===== config.mk =====
export PLATFORM = sky130hd
export DESIGN_NAME = minmax_scan_ctrl
export DESIGN_NICKNAME = d
export VERILOG_FILES = /design/src/rtl/minmax_scan_ctrl.sv
export SDC_FILE = /design/constraint.sdc
export NUM_CORES = 1
export LEC_CHECK = 0
export ABC_AREA = 1
export CAP_MARGIN = 20
export CORE_ASPECT_RATIO = 0.75
export CORE_UTILIZATION = 50
export DETAILED_ROUTE_END_ITERATION = 10
export DONT_BUFFER_PORTS = 1
export GPL_TIMING_DRIVEN = 0
export PLACE_DENSITY = 0.7
export RECOVER_POWER = 100
export SKIP_LAST_GASP = 1
export SLEW_MARGIN = 10
export SYNTH_ARGS = -nofsm -noshare
export SYNTH_HDL_FRONTEND = slang
export SYNTH_SLANG_ARGS = --single-unit

===== constraint.sdc =====
create_clock -name Clk -period 3 [get_ports Clk]
set_input_delay 0.75 -clock Clk [delete_from_list [all_inputs] [get_ports Clk]]
set_output_delay 0.75 -clock Clk [all_outputs]
set_load 0.1 [all_outputs]

===== src/rtl/minmax_scan_ctrl.sv =====
// minmax_scan_ctrl: frame max/min finder sharing one magnitude comparator.
// Latency: the first sample takes 1 cycle and each later sample takes 3.
//   Done pulses 1 cycle after the last CMP_MIN, which is cycle 23 after Start for COUNT=8.
// Backpressure: DataReady is high only in ACCEPT. The source may stall indefinitely.
//
// Ports: Clk/Reset (sync, active-high); Start begins a frame while idle;
//        DataIn/DataValid/DataReady sample handshake; Busy = not idle;
//        Done one-cycle pulse; MaxOut/MinOut/MaxIndex/MinIndex frame results.
// Optional: define MINMAX_TIE_COUNT_EN to add MaxCount, the number of
//           occurrences of the frame maximum.

module mag_cmp #(
  parameter int WIDTH = 4
) (
  input  logic [WIDTH-1:0] In1,
  input  logic [WIDTH-1:0] In2,
  output logic             Greater,
  output logic             Equal,
  output logic             Lesser
);
  assign Greater = (In1 > In2);
  assign Equal   = (In1 == In2);
  assign Lesser  = (In1 < In2);
endmodule

module minmax_scan_ctrl #(
  parameter  int WIDTH = 4,
  parameter  int COUNT = 8,
  localparam int IDXW  = $clog2(COUNT)
) (
  input  logic             Clk,
  input  logic             Reset,
  input  logic             Start,
  input  logic [WIDTH-1:0] DataIn,
  input  logic             DataValid,
  output logic             DataReady,
  output logic             Busy,
  output logic             Done,
  output logic [WIDTH-1:0] MaxOut,
  output logic [WIDTH-1:0] MinOut,
`ifdef MINMAX_TIE_COUNT_EN
  output logic [IDXW:0]    MaxCount,
`endif
  output logic [IDXW-1:0]  MaxIndex,
  output logic [IDXW-1:0]  MinIndex
);

  typedef enum logic [2:0] {
    S_IDLE, S_ACCEPT, S_CMP_MAX, S_CMP_MIN, S_DONE
  } state_t;

  localparam logic [IDXW:0] COUNT_L = (IDXW+1)'(COUNT);
  localparam logic [IDXW:0] ONE_L   = (IDXW+1)'(1);

  state_t           state_q, state_d;
  logic [IDXW:0]    cnt_q, cnt_d;
  logic [WIDTH-1:0] sample_q, sample_d;
  logic [WIDTH-1:0] max_q, max_d;
  logic [WIDTH-1:0] min_q, min_d;
  logic [IDXW-1:0]  max_idx_q, max_idx_d;
  logic [IDXW-1:0]  min_idx_q, min_idx_d;
  logic             ready_q, ready_d;
`ifdef MINMAX_TIE_COUNT_EN
  logic [IDXW:0]    maxcnt_q, maxcnt_d;
`endif

  logic             xfer;
  logic [IDXW:0]    cnt_inc;
  logic [WIDTH-1:0] cmp_b;
  logic             cmp_gt, cmp_eq, cmp_lt;

  assign xfer    = DataValid && ready_q;
  assign cnt_inc = cnt_q + ONE_L;

  // The single shared comparator sees only registered operands. Its second
  // operand switches between the running max and the running min by state.
  assign cmp_b = (state_q == S_CMP_MIN) ? min_q : max_q;

  mag_cmp #(.WIDTH(WIDTH)) u_cmp (
    .In1     (sample_q),
    .In2     (cmp_b),
    .Greater (cmp_gt),
    .Equal   (cmp_eq),
    .Lesser  (cmp_lt)
  );

`ifndef MINMAX_TIE_COUNT_EN
  logic unused_cmp_eq;
  assign unused_cmp_eq = cmp_eq;
`endif

  // State and datapath registers
  always_ff @(posedge Clk) begin
    if (Reset) begin
      state_q   <= S_IDLE;
      cnt_q     <= '0;
      sample_q  <= '0;
      max_q     <= '0;
      min_q     <= '0;
      max_idx_q <= '0;
      min_idx_q <= '0;
      ready_q   <= 1'b0;
`ifdef MINMAX_TIE_COUNT_EN
      maxcnt_q  <= '0;
`endif
    end else begin
      state_q   <= state_d;
      cnt_q     <= cnt_d;
      sample_q  <= sample_d;
      max_q     <= max_d;
      min_q     <= min_d;
      max_idx_q <= max_idx_d;
      min_idx_q <= min_idx_d;
      ready_q   <= ready_d;
`ifdef MINMAX_TIE_COUNT_EN
      maxcnt_q  <= maxcnt_d;
`endif
    end
  end

  // Next-state logic
  always_comb begin
    state_d = state_q;
    case (state_q)
      S_IDLE:    if (Start) state_d = S_ACCEPT;
      // COUNT >= 2, so the first sample always loops back to ACCEPT.
      S_ACCEPT:  if (xfer) state_d = (cnt_q == '0) ? S_ACCEPT : S_CMP_MAX;
      S_CMP_MAX: state_d = S_CMP_MIN;
      S_CMP_MIN: state_d = (cnt_inc == COUNT_L) ? S_DONE : S_ACCEPT;
      S_DONE:    state_d = S_IDLE;
      default:   state_d = S_IDLE;
    endcase
    // DataReady is registered, so it is high for every cycle of ACCEPT.
    ready_d = (state_d == S_ACCEPT);
  end

  // Datapath updates
  always_comb begin
    cnt_d     = cnt_q;
    sample_d  = sample_q;
    max_d     = max_q;
    min_d     = min_q;
    max_idx_d = max_idx_q;
    min_idx_d = min_idx_q;
`ifdef MINMAX_TIE_COUNT_EN
    maxcnt_d  = maxcnt_q;
`endif
    case (state_q)
      S_IDLE: if (Start) cnt_d = '0;
      S_ACCEPT: begin
        if (xfer) begin
          sample_d = DataIn;
          if (cnt_q == '0) begin
            // The first sample seeds both extremes. Results of the previous
            // frame stay visible until this point.
            max_d     = DataIn;
            min_d     = DataIn;
            max_idx_d = '0;
            min_idx_d = '0;
            cnt_d     = ONE_L;
`ifdef MINMAX_TIE_COUNT_EN
            maxcnt_d  = ONE_L;
`endif
          end
        end
      end
      S_CMP_MAX: begin
        // The update uses strict greater-than, so a tie keeps the earlier index.
        if (cmp_gt) begin
          max_d     = sample_q;
          max_idx_d = cnt_q[IDXW-1:0];
`ifdef MINMAX_TIE_COUNT_EN
          maxcnt_d  = ONE_L;
        end else if (cmp_eq) begin
          maxcnt_d  = maxcnt_q + ONE_L;
`endif
        end
      end
      S_CMP_MIN: begin
        if (cmp_lt) begin
          min_d     = sample_q;
          min_idx_d = cnt_q[IDXW-1:0];
        end
        cnt_d = cnt_inc;
      end
      default: ;
    endcase
  end

  // Outputs
  always_comb begin
    DataReady = ready_q;
    Busy      = (state_q != S_IDLE);
    Done      = (state_q == S_DONE);
    MaxOut    = max_q;
    MinOut    = min_q;
    MaxIndex  = max_idx_q;
    MinIndex  = min_idx_q;
`ifdef MINMAX_TIE_COUNT_EN
    MaxCount  = maxcnt_q;
`endif
  end

endmodule


==> flow_summary.ini, run 1 <==
[power_and_ir_drop]
power_frac_comb_pct = 16.6
swShare_pct = 37.5
seq_power_share_pct = 56.3
powerDensity_nw_per_um2 = 533
p_int_mw = 0.530
switchingPower_mw = 0.318
power.ir.vdd_worst_mv = 0.287
leakagePower_nw = 0.672
pwr-share-clk_pct = 27.1

[final_layout]
fillers = 260
fin_nets = 231
area_growth_pct = 7.08
final_core_util_pct = 58.8
insertedDiodeCount = 0
drive_gt1_share_pct = 9.77
fin_area_um2 = 1590

[timing]
hold_violations = 0
fmax_mhz = 375
slew_headroom_pct = 31.6
min_period_ns = 2.67
layout_worst_path_cycle_share_pct = 88.9
tightest_slew_ns = 1.02
skew_ns = 0.00653
setup_viol = 0
finalWorstSetupSlack_ns = 0.333
rsz0062_at_grt = no
tns_ns = 0
drv_slew = 0

[floorplan]
die_w_um = 64.9
dieArea_um2 = 3190
dieHeight_um = 49.2
fp-row-count = 16
core_um2 = 2700
start_util_pct = 55.0
io_pins = 25

[worst_setup_path]
critical_path.cell_chain = mux2i_1 > ha_1 > nand2_1 > inv_1 > nand2_1 > nand2_1 > nand2_1 > nand2_1 > clkbuf_1 > a21oi_1 > nor2_1
slowest_stage = dfxtp_1
crit_family = flip-flops
start_kind = flip-flop
required_ns = 3.20
worst_path_most_repeated_cell = nand2_1
crit_arrival_ns = 2.87
end_kind = flip-flop
worstSetupPathType = flip-flop to flip-flop
crit_buf_inv = 2
crit_path_max_fanout = 10
worst_path_largest_cell_delay_ns = 1.01

[clocking]
cts_resized = 0
clockRootBuffer = clkbuf_8
cts_max_path_buffers = 2
hold_buffers = 0
cts.clk_slew.worst_paths_ns = 0.09
cts_buffers = 3
htree_levels = 1
cts_setup_buffers = 0
cts_tree = done
insertion_delay_ns = 0.27
cts_sinks = 26

[synth]
ys_types = 27
yosysTopAreaCell = dfxtp_1
ys_seq_area_share_pct = 35.0
yosysTopAreaCellShare_pct = 35.0
syn_area_per_cell_um2 = 7.04
ys_ff_latch = 26
syn-instance-count = 211
syn_nets = 226
synth.cell_area_um2 = 1490
synth_area_leaders = dfxtp_1 35%, nand2_1 15%, a21oi_1 8.1%, ha_1 5.9%, inv_1 5.1%
yosys_warnings = 0

[global_route]
antenna_found_initial = 0
grt_max_degree = 15
grt_pass1_vias = 1198
grt.overflow.total = 0
grt_pass1_wl_um = 5730
track_usage_pct = 23.0

[placement]
pre_cts_slack_ns = 0.424
placed_area_um2 = 1540
portBuffers = 0
dp_hpwl_um = 2510
gp_congestion = 0.884

[routing]
drc = 0
drt_wl_total_um = 3320
drt-initial-drc-count = 78
dr_total_vias = 1326
wire_per_inst_um = 13.2
via_per_inst = 5.28
antenna_left = 0
dr.pass1.iters = 4

[run_status]
status = completed

[worst_hold_path]
hold_class = flip-flop to flip-flop

[flow_run]
drv_cap = 0
[cells in the final DEF, fill, tap and decap left out, drive strengths merged]
cell type  synthesis  final
ha                 7      7
nand3             14     14
buf                6      5
a21oi             25     25
nor2              19     19
a211oi             1      1
nor3               3      3
nand3b             4      4
o21ai             15     15
nand2             60     60
nand4              1      1
a31oi              1      1
xor2               1      1
clkbuf             2      7
dfxtp             26     26
inv               23     23
mux2i              3      3
[final timing paths]
path / startpoint / end / slack [ns] / depth (start not counted)
max: MinOut[2] / MaxOut[3] / 0.33 / 11
min: cnt_q[3] / cnt_q[3] / 0.51 / 2
max reg2reg: MinOut[2] / MaxOut[3] / 0.33 / 11
min reg2reg: cnt_q[3] / cnt_q[3] / 0.51 / 2
[stage by stage]
step | std cells | hold slack, ns | power, mW
finish | 251 | 0.510 | 0.848
floorplan | 211 | 0.467 | 0.599
CTS | 251 | 0.516 | 0.851
global route | 251 | 0.527 | 0.890
global placement | 247 | 0.480 | 0.620
detailed placement | 247 | 0.502 | 0.625
[synthesized netlist by cell type]
| cell type | n |
|---|---|
| a31oi_1 | 1 |
| nand4_1 | 1 |
| nor2_8 | 1 |
| nand3_1 | 13 |
| nand2_1 | 59 |
| buf_4 | 1 |
| a21oi_1 | 24 |
| nand3_2 | 1 |
| inv_2 | 1 |
| mux2i_1 | 3 |
| inv_1 | 20 |
| nor3_1 | 3 |
| buf_2 | 3 |
| dfxtp_1 | 26 |
| a21oi_4 | 1 |
| nor2_1 | 17 |
| a211oi_1 | 1 |
| o21ai_2 | 4 |
| nand3b_1 | 4 |
| clkbuf_1 | 2 |
| o21ai_0 | 11 |
| ha_1 | 7 |
| nand2_4 | 1 |
| xor2_1 | 1 |
| nor2_4 | 1 |
| inv_4 | 2 |
| buf_6 | 2 |
[power groups by stage]
stage | registers (mW) | logic [mW] | clock network (mW)
finish | 0.477 | 0.141 | 0.230
detailed placement | 0.485 | 0.139 | 0
CTS | 0.477 | 0.141 | 0.233
global placement | 0.484 | 0.136 | 0
floorplan | 0.481 | 0.118 | 0
global route | 0.480 | 0.159 | 0.250
[cell type report]
type	count	area [um^2]	area share, %
multi-input cells	154	827	52.0
flip-flops and latches	26	520	32.7
inverters	23	91.3	5.74
clock buffers	4	55.1	3.46
plain buffers	8	51.3	3.23
well taps	36	45.0	2.83
[layer usage]
layer / vias to the layer above / wire length, um / global-route usage [%]
li1: 692 / - / -
met1: 580 / 1570 / 32.7
met2: 52 / 1430 / 34.9
met3: 2 / 307 / 7.24
met4: 0 / 8 / 2.22
met5: - / 0 / 0
[worst reg2reg max path, stage by stage, from the launching register on]
cell	delay (ns)
dfxtp_1	1.01
mux2i_1	0.21
ha_1	0.34
nand2_1	0.04
inv_1	0.07
nand2_1	0.06
nand2_1	0.07
nand2_1	0.05
nand2_1	0.13
clkbuf_1	0.33
a21oi_1	0.12
nor2_1	0.17
[cells by family (layout without fill, tap and decap cells)]
family                     count (synthesis)  after routing  share of synthesized area (%)
and+or+nand+nor                          101            101                           30.6
AOI/OAI and AO/OA                         42             42                           16.2
buffers and inverters                     31             35                           9.69
DFF                                       26             26                           35.0
adders and majority gates                  7              7                           5.90
muxes                                      3              3                           2.02
xor gates and xnor gates                   1              1                          0.590
[sequential cells by signal, summed over array words and instances (netlist names)]
signal,cells
state_q,3
DataReady,1
MinOut,4
cnt_q,4
sample_q,4
MaxOut,4
MaxIndex,3
MinIndex,3
Power figures use the tool's default switching activity.
==> run 2: changes to the inputs <==
Clock period 3 ns to 3.3 ns, I/O delays scaled along.
==> flow_summary.ini, run 2 (synthesis gave the netlist of run 1 again) <==
[global_route]
grt_pass1_vias = 1198
track_usage_pct = 23.0
grt_pass1_wl_um = 5730
grt.overflow.total = 0
grt_max_degree = 15
antenna_found_initial = 0

[worst_hold_path]
hold_class = flip-flop to flip-flop

[timing]
layout_worst_path_cycle_share_pct = 90.5
skew_ns = 0.00642
rsz0062_at_grt = no
slew_headroom_pct = -6.14
setup_viol = 0
hold_violations = 0
tightest_slew_ns = 1.58
fmax_mhz = 335
min_period_ns = 2.99
drv_slew = 1
tns_ns = 0
finalWorstSetupSlack_ns = 0.313

[routing]
dr.pass1.iters = 4
via_per_inst = 5.29
antenna_left = 0
wire_per_inst_um = 13.4
dr_total_vias = 1328
drt-initial-drc-count = 75
drt_wl_total_um = 3360
drc = 0

[power_and_ir_drop]
pwr-share-clk_pct = 27.2
powerDensity_nw_per_um2 = 487
switchingPower_mw = 0.290
seq_power_share_pct = 56.2
swShare_pct = 37.6
leakagePower_nw = 0.674
power.ir.vdd_worst_mv = 0.261
p_int_mw = 0.481
power_mw = 0.771
power_frac_comb_pct = 16.6

[final_layout]
fin_area_um2 = 1580
area_growth_pct = 6.49
final_cell_mix = 59 x nand2_1, 26 x dfxtp_1, 24 x a21oi_1, 20 x inv_1, 17 x nor2_1
final_common_cell = nand2_1
fin_nets = 231
layoutNonFillerInstCount = 251
drive_gt1_share_pct = 9.77
insertedDiodeCount = 0

[placement]
dp_hpwl_um = 2510
dp.cells = 247
placed_area_um2 = 1540
pre_cts_slack_ns = 0.724
gp_congestion = 0.884
portBuffers = 0

[floorplan]
io_pins = 25
core_um2 = 2700
die_w_um = 64.9
fp-row-count = 16
dieHeight_um = 49.2
dieArea_um2 = 3190
start_util_pct = 55.0

[worst_setup_path]
worst_path_largest_cell_delay_ns = 1.32
slowest_stage = nor3_2
start_kind = flip-flop
critical_path.cell_chain = clkbuf_1 > nor3_2
end_kind = output pin
crit_path_max_fanout = 9
worstSetupPathType = flip-flop to output pin
required_ns = 2.47
crit_arrival_ns = 2.16

[flow_run]
drv_cap = 1

[clocking]
cts_sinks = 26
cts_buffers = 3
htree_levels = 1
cts_resized = 0
hold_buffers = 0
cts.clk_slew.worst_paths_ns = 0.09
cts_setup_buffers = 0
insertion_delay_ns = 0.27
cts_tree = done
cts_max_path_buffers = 2
clockRootBuffer = clkbuf_8

[run_status]
status = complete, but fails checks
violations = max-capacitance violations, max-slew violations
[run 2: cell count changes in the layout (fill, tap and decap cells not counted)]
cell / delta
nor3_4: -1
buf_4: -1
buf_2: +1
nor3_2: +1
[run 2: path summary, 6_finish.rpt]
check              from          end  slack [ns]  depth (start not counted)
max          state_q[1]         Done        0.31                          2
min reg2reg    cnt_q[3]     cnt_q[3]        0.51                          2
min            cnt_q[3]     cnt_q[3]        0.51                          2
max reg2reg  state_q[1]  MinIndex[0]        0.53                         17
[run 2: cell type report]
class                           count  area (um^2)
Clock buffer                        4         55.1
Inverter                           23         91.3
Buffer                              8         48.8
Sequential cell                    26          520
Tap cell                           36         45.0
Multi-Input combinational cell    154          821
Fill cell                         264         1120
[run 2: per-layer routing]
layer	track usage [%]	routed length (um)	vias up
met4	2.22	13	0
met5	0	0	-
met1	32.7	1670	593
met3	7.24	231	2
li1	-	-	692
met2	34.9	1440	41
[run 2: worst max-delay path, delay by kind of cell, from the launching register on]
family | cells | cell delay (ns)
flip-flops | 1 | 0.31
buffers and inverters | 1 | 0.26
AND/OR/NAND/NOR | 1 | 1.32
[run 2: power groups by stage]
stage / clock network (mW) / logic (mW) / registers, mW
floorplan: 0 / 0.108 / 0.437
global placement: 0 / 0.124 / 0.440
detailed placement: 0 / 0.127 / 0.441
CTS: 0.212 / 0.128 / 0.434
global route: 0.228 / 0.144 / 0.436
finish: 0.209 / 0.128 / 0.433
[run 2: per-stage QoR]
stage / util [%] / hold WS [ns]
floorplan: - / 0.467
global placement: 56.8 / 0.480
detailed placement: 57.0 / 0.502
CTS: 59.1 / 0.516
global route: 58.5 / 0.550
finish: 58.5 / 0.510
==> run 3: changes to the inputs <==
Settings changed: ABC_CLOCK_PERIOD_IN_PS set to 3300.
==> results of run 3 <==
Final layout, timing and power as in run 2 (identical DEF).
